==> src/rtl/fifo_read_stream.sv <==
// Read-side adapter: FIFO read strobe + 2-entry skid buffer -> valid/ready stream.
// Optional beat counter output enabled by FIFO_READ_STREAM_BEAT_CNT_EN.
module fifo_read_stream #(
  parameter int WIDTH = 8
) (
  input  logic             clk,
  input  logic             reset,
  input  logic             fifo_empty,
  output logic             fifo_read_en,
  input  logic [WIDTH-1:0] fifo_read_data,
  output logic             m_valid,
  output logic [WIDTH-1:0] m_data,
  input  logic             m_ready,
  output logic [1:0]       occupancy
`ifdef FIFO_READ_STREAM_BEAT_CNT_EN
  ,
  output logic [15:0]      beat_count
`endif
);

  typedef enum logic [1:0] {
    EMPTY = 2'd0,
    ONE   = 2'd1,
    TWO   = 2'd2
  } state_e;

  state_e                  state_q, state_d;
  logic [1:0][WIDTH-1:0]   mem_q, mem_d;
  logic                    head_q, head_d;
  logic                    tail_q, tail_d;
  logic                    inflight_q, inflight_d;
  logic                    pop;
  logic                    capture;
  logic [2:0]              credit;

  always_ff @(posedge clk or posedge reset) begin
    if (reset) begin
      state_q    <= EMPTY;
      mem_q      <= '0;
      head_q     <= 1'b0;
      tail_q     <= 1'b0;
      inflight_q <= 1'b0;
    end else begin
      state_q    <= state_d;
      mem_q      <= mem_d;
      head_q     <= head_d;
      tail_q     <= tail_d;
      inflight_q <= inflight_d;
    end
  end

  always_comb begin
    state_d = state_q;
    unique case (state_q)
      EMPTY: if (capture) state_d = ONE;
      ONE: begin
        if (capture && !pop)      state_d = TWO;
        else if (!capture && pop) state_d = EMPTY;
      end
      TWO: if (pop && !capture) state_d = ONE;
      default: state_d = EMPTY;
    endcase
  end

  always_comb begin
    m_valid   = (state_q != EMPTY);
    m_data    = mem_q[head_q];
    occupancy = state_q;
    pop       = m_valid && m_ready;
    capture   = inflight_q;
    // Slots not yet claimed; a beat leaving this cycle frees one.
    credit    = 3'd2 - {1'b0, occupancy} - {2'b00, inflight_q}
              + {2'b00, pop};
    fifo_read_en = !fifo_empty && (credit != 3'd0) && !reset;
  end

  always_comb begin
    mem_d      = mem_q;
    head_d     = head_q ^ pop;
    tail_d     = tail_q ^ capture;
    inflight_d = fifo_read_en;
    if (capture) mem_d[tail_q] = fifo_read_data;
  end

`ifdef FIFO_READ_STREAM_BEAT_CNT_EN
  logic [15:0] beat_cnt_q, beat_cnt_d;

  always_comb beat_cnt_d = beat_cnt_q + 16'(pop);

  always_ff @(posedge clk or posedge reset) begin
    if (reset) beat_cnt_q <= '0;
    else       beat_cnt_q <= beat_cnt_d;
  end

  assign beat_count = beat_cnt_q;
`endif

`ifndef SYNTHESIS
  a_no_overflow: assert property (
    @(posedge clk) disable iff (reset)
    !(state_q == TWO && capture && !pop));
`endif

endmodule

==> config.mk <==
export PLATFORM = sky130hd
export DESIGN_NAME = fifo_read_stream
export DESIGN_NICKNAME = d
export VERILOG_FILES = /design/src/rtl/fifo_read_stream.sv
export SDC_FILE = /design/constraint.sdc
export NUM_CORES = 1
export LEC_CHECK = 0
export ABC_AREA = 0
export CAP_MARGIN = 10
export CORE_ASPECT_RATIO = 1.4
export CORE_MARGIN = 3
export CORE_UTILIZATION = 40
export CTS_CLUSTER_SIZE = 10
export DETAILED_ROUTE_END_ITERATION = 10
export PLACE_DENSITY = 0.76
export SLEW_MARGIN = 20
export SYNTH_ARGS = -nofsm -noshare
export SYNTH_HDL_FRONTEND = slang
export SYNTH_SLANG_ARGS = --single-unit
==> constraint.sdc <==
create_clock -name clk -period 1.69 [get_ports clk]
set_input_delay 0.2535 -clock clk [delete_from_list [all_inputs] [get_ports clk]]
set_output_delay 0.2535 -clock clk [all_outputs]
set_load 0.02 [all_outputs]
==> summary.md, run 1 <==
| Metric | Value |
|---|---|
| Hold Path Class | in2async |
| Yosys top cell by area | dfrtp_1 |
| Sw frac | 35.1% |
| Failing checks | negative setup slack |
| Worst Hold Slack | 378 ps |
| Row cnt | 21 |
| Family with the most delay on the worst path | adder cells |
| Max frequency | 0.480 GHz |
| Most frequent cells in the layout | mux2_4, dfrtp_1, clkdlybuf4s50_1 |
| Final ANT Viol Nets | 0 |
| R2R Path Start | occupancy[0] |
| Final min period | 2080 ps |
| Drt first-iter violations | 3 |
| Max-Slew Margin vs Limit | 63.7% |
| DR pass1 iterations | 4 |
| Drt wl/cell | 14.2 um |
| DR DRC count | 0 |
| R2R depth | 4 |
| Period utilization | 123% |
| Clock Power Share | 8.2% |
| Status | finished, violations left |
| Seq/Total Area, Yosys | 47.9% |
| RSZ-0062 raised after global routing | yes |
| Floorplan core area | 2500 um^2 |
| CP bufs+invs | 1 |
| Number of global-route vias before repair | 737 |
| Initial Util | 44.0% |
| Global routing's busiest layer | met2 |
| Critical Path AT | 1830 ps |
| Worst skew pair latency | 290 ps |
| Flop2flop setup slack | 100 ps |
| Total global routing track utilization | 12.8% |
| Setup_tns | -391 ps |
| Port Buffers | 23 |
| Synth unique cells | 14 |
| Mapped cell area | 1100 um^2 |
| Remaining Overflow, GRT | 0 |
| CP max stage cell | dfrtp_2 |
| Met3 GRT Util | 1.74% |
| Worst-Margin Slew | 545 ps |
| First-pass GRT wire length | 3.39 mm |
| Seq pwr share | 32.7% |
| CTS max path bufs | 2 |
| Pin count of the biggest net entering global routing | 22 |
| Syn_nets | 88 |
| CP max FO | 3 |
| Fin. Hold Viols | 0 |
| Setup crit end kind | primary output |
| Via count | 657 |
| Met2 GRT Util | 23.2% |
| Area Overhead vs Synth | 31.4% |
| Final worst slack | -391 ps |
| GPL Wtd Cong | 0.626 |
| Max_cap viols | 0 |
| Clock Skew | 4.40 ps |
| Root buffer cell | clkbuf_4 |
| Startpoint Class | flop |
| Logic gate share of total power | 59.1% |
| Reg-to-Reg End | capture |
| # setup viols final | 1 |
| Initial antenna violation count | 0 |
| Die ar. | 3420 um^2 |
| Nets | 122 |
| Final WL | 1.95 mm |
| Cell Pwr Density | 1930 nW/um^2 |
| Commonest non-fill, non-tap cell in the layout | mux2_4 |
| Via density per instance | 4.80 |
| Crit. Startpoint | occupancy[0] |
| CP Class | reg2out |
| Max VDD drop | 1.00 mV |
| Sink Count | 21 |
| Met1 Use GR | 16.5% |
| Data required, critical path | 1440 ps |
| Int Power | 1800 uW |
| Seq cells post-synth | 21 |
| Clk pin slew, worst setup/hold paths | 110 ps |
| Leakage Power | 0.000700 uW |
| H-tree Lvls | 1 |
| Cells after Synth | 70 |
| Share of layout cells above drive strength 1 | 51.5% |
| CTS tree | yes |
| Syn. warnings | 0 |
| Post-CTS Hold Fix Bufs | 0 |
| Synth top area cells | dfrtp_1, mux2_4, ha_1 |
| Die extent in y | 68.0 um |
| Pins over their slew limit | 0 |
| Syn Area/Cell | 15.7 um^2 |
| CTS Buf Count | 3 |
| Net Sw Power | 976 uW |
| I/O Pins | 24 |
| CP Cell Sequence | fa_2 -> ha_4 -> a311oi_4 -> buf_6 |
| DP HPWL | 1.42 mm |
| Die W | 50.3 um |
| Synth top area share | 47.9% |
| Number of diodes | 0 |
| Critical Path Max Stage Delay | 460 ps |
| Final Util | 57.7% |
cell usage after synthesis (all sizes together):
master  count
inv         7
buf         3
fa          1
a311oi      1
mux2i       1
xnor2       1
dfrtp      21
o22ai       2
ha          5
mux2       24
or2         1
nand3b      1
nand2b      1
o21ai       1
through the flow:
step / setup slack, ps / std cells / power (uW) / instance area [um^2]
after floorplan: -139 / 70 / 2120 / 1140
after global placement: -897 / 131 / 2680 / 1440
after detailed placement: -943 / 131 / 2730 / 1440
after CTS: -433 / 137 / 2920 / 1490
after global routing: -472 / 137 / 2960 / 1440
final: -391 / 137 / 2780 / 1440
flip-flops by register name, summed over array words and instances, names as in the netlist:
register and cells:
mem_q 16, occupancy 2, capture 1, head_q 1
tail_q 1
final cells by class:
type	count	area (um^2)
clock buffers	4	26.3
fillers	205	1050
well taps	34	42.5
flip-flops and latches	21	528
inverters	7	26.3
multi-input cells	39	552
repair buffers	32	267
kinds of logic (layout without fill, tap and decap cells):
| group | count (synthesis) | after routing | share of synthesized area [%] |
|---|---|---|---|
| simple gates | 3 | 3 | 1.83 |
| fa+ha+maj | 6 | 6 | 7.53 |
| buf+inv | 10 | 43 | 5.47 |
| compound gates | 4 | 4 | 2.74 |
| mux | 25 | 25 | 33.8 |
| xor+xnor | 1 | 1 | 0.798 |
| flops | 21 | 21 | 47.9 |
how the worst max path moves through the flow:
stage / end / slack [ps] / depth (start not counted)
global placement: fifo_read_en / -900 / 6
CTS: fifo_read_en / -430 / 4
finish: fifo_read_en / -390 / 4
detailed placement: fifo_read_en / -940 / 6
floorplan: fifo_read_en / -140 / 4
global route: fifo_read_en / -470 / 4
worst reg2reg max path, stage by stage (launching register included):
cell and delay, ps:
dfrtp_2 460, fa_2 410, ha_4 230, a311oi_4 280
buf_4 160
metal layers:
metal | up-vias | share of wire [%]
li1 | 307 | -
met1 | 328 | 43
met2 | 20 | 51
met3 | 2 | 5.2
met4 | 0 | 0.46
met5 | - | 0
timing repair:
item,4_1_cts,5_1_grt
gates resized for setup,36,9
pin swaps,3,2
setup buffers,2,1
endpoints found under the setup margin,12,10
gates cloned,0,0
power groups by stage:
stage | sequential, uW | clock, uW | combinational [uW]
6_report | 908 | 228 | 1640
5_1_grt | 940 | 263 | 1760
4_1_cts | 910 | 242 | 1770
3_5_place_dp | 921 | 0 | 1810
3_3_place_gp | 903 | 0 | 1770
2_1_floorplan | 919 | 0 | 1210
Power figures use the tool's default switching activity.
==> inputs of run 2 (changes only) <==
Settings changed: CTS_CLUSTER_DIAMETER set to 120, TNS_END_PERCENT set to 1.
==> run 2 against run 1 <==
Sequential power is essentially flat. Hold slack is essentially flat. Register-to-register slack lost 80 ps. Cell count grew 0.73%. Clock power is essentially flat. Via count grew 0.61%. Largest cell class unchanged. Critical path type unchanged. Maximum frequency is essentially flat. The flow still finishes with violations (negative setup slack). Largest power group unchanged. Setup slack lost 1.3 ps. Critical path depth is the same. Global-route usage is the same. Non-clock buffer count grew 1.
==> summary.md, run 2 (synthesis gave the netlist of run 1 again) <==
| Metric | Value |
|---|---|
| Sink Count | 21 |
| Leakage Power | 0.000706 uW |
| Via density per instance | 4.79 |
| Final WL | 1.96 mm |
| CP max FO | 3 |
| Die extent in y | 68.0 um |
| Fin. Hold Viols | 0 |
| Largest register FFs | 16 |
| # setup viols final | 1 |
| Status | finished, violations left |
| Commonest non-fill, non-tap cell in the layout | mux2_4 |
| CTS tree | yes |
| Setup_tns | -393 ps |
| Root buffer cell | clkbuf_4 |
| FILL cells | 205 |
| Total global routing track utilization | 12.8% |
| Total power | 2790 uW |
| Multi-input logic area | 552 um^2 |
| Clock Skew | 4.45 ps |
| Max frequency | 0.480 GHz |
| Drt first-iter violations | 4 |
| Die ar. | 3420 um^2 |
| Nets | 123 |
| Startpoint Class | flop |
| FF+latch area | 528 um^2 |
| Data required, critical path | 1440 ps |
| Row cnt | 21 |
| Floorplan core area | 2500 um^2 |
| Cell Pwr Density | 1920 nW/um^2 |
| Initial Util | 44.0% |
| Via count | 661 |
| Pin count of the biggest net entering global routing | 22 |
| Worst slack, placed | -943 ps |
| Largest register by flop count | mem_q |
| DR DRC count | 0 |
| Setup crit end kind | primary output |
| Max VDD drop | 1.00 mV |
| Area Overhead vs Synth | 32.4% |
| Final min period | 2080 ps |
| Hold Path Class | in2async |
| Number of diodes | 0 |
| RSZ-0062 raised after global routing | yes |
| Die W | 50.3 um |
| Worst-Margin Slew | 545 ps |
| Critical Path AT | 1830 ps |
| H-tree Lvls | 1 |
| First-pass GRT wire length | 3.39 mm |
| Most frequent cells in the layout | mux2_4, dfrtp_1, clkdlybuf4s50_1 |
| Initial antenna violation count | 0 |
| Worst skew pair latency | 290 ps |
| GPL Wtd Cong | 0.626 |
| CP Class | reg2out |
| Max_cap viols | 0 |
| Period utilization | 123% |
| Failing checks | negative setup slack |
| Final ANT Viol Nets | 0 |
| Drt wl/cell | 14.2 um |
| Placed cell areas | 1440 um^2 |
| Remaining Overflow, GRT | 0 |
| CTS max path bufs | 2 |
| DR pass1 iterations | 4 |
| Final worst slack | -393 ps |
| Number of global-route vias before repair | 737 |
| I/O Pins | 24 |
| Pins over their slew limit | 0 |
| Max-Slew Margin vs Limit | 63.7% |
| Final Cell Area | 1450 um^2 |
| Clk pin slew, worst setup/hold paths | 110 ps |
| DP HPWL | 1.42 mm |
| CTS Buf Count | 3 |
| Share of layout cells above drive strength 1 | 51.9% |
| Port Buffers | 23 |
run 2: changes by cell type in the layout (fill, tap and decap cells not counted):
cell	delta
buf_6	+1
run 2: per-stage QoR:
stage	hold WS [ps]	instances	util [%]
global placement	492	131	57.8
global route	393	138	58.2
detailed placement	497	131	57.8
finish	378	138	58.2
CTS	384	137	59.6
floorplan	230	70	-
run 2: layout make-up:
class / count / area share [%]
Timing Repair Buffer: 33 / 19.1
Multi-Input combinational cell: 39 / 38.0
Sequential cell: 21 / 36.3
Tap cell: 34 / 2.93
Clock buffer: 4 / 1.81
Inverter: 7 / 1.81
run 2: critical path, stage by stage (launching register included):
cell and delay, ps:
dfrtp_2 460, fa_2 410, ha_4 230, a311oi_4 280
buf_6 160
run 2: path summary, 6_finish.rpt:
path / start / cells past startpoint / slack [ps] / to
min in group clk: m_ready / 5 / 480 / head_q
max: occupancy[0] / 4 / -390 / fifo_read_en
min reg2reg: mem_q[11] / 1 / 520 / mem_q[11]
max reg2reg: occupancy[0] / 5 / 20 / capture
min: reset / 3 / 380 / occupancy[0]
max in group asynchronous: reset / 3 / 1080 / occupancy[1]
run 2: report_power, final:
group / leakage (uW) / total (uW) / internal, uW / switching, uW
Combinational: 0.000441 / 1660 / 972 / 685
Clock: 0.0000150 / 228 / 91.6 / 137
Sequential: 0.000250 / 908 / 751 / 157
Total: 0.000706 / 2790 / 1820 / 979
run 2: layer usage:
metal	share of wire [%]	vias up	track usage, %
li1	-	309	-
met1	43	330	16.5
met2	52	20	23.2
met3	5.2	2	1.74
met4	0.46	0	2.08
met5	0	-	0
run 2: repair_timing:
action / 4_1_cts / 5_1_grt
pin swaps: 3 / 2
buffers inserted: 2 / 1
resized for setup: 36 / 10
setup endpoints to repair: 12 / 10
hold buffers: 0 / 0
gates cloned: 0 / 0
==> inputs of run 3 (changes only) <==
Settings changed: GPL_TIMING_DRIVEN set to 1.
==> results of run 3 <==
Same layout as run 2: the final DEF is identical, and so are final timing and power.
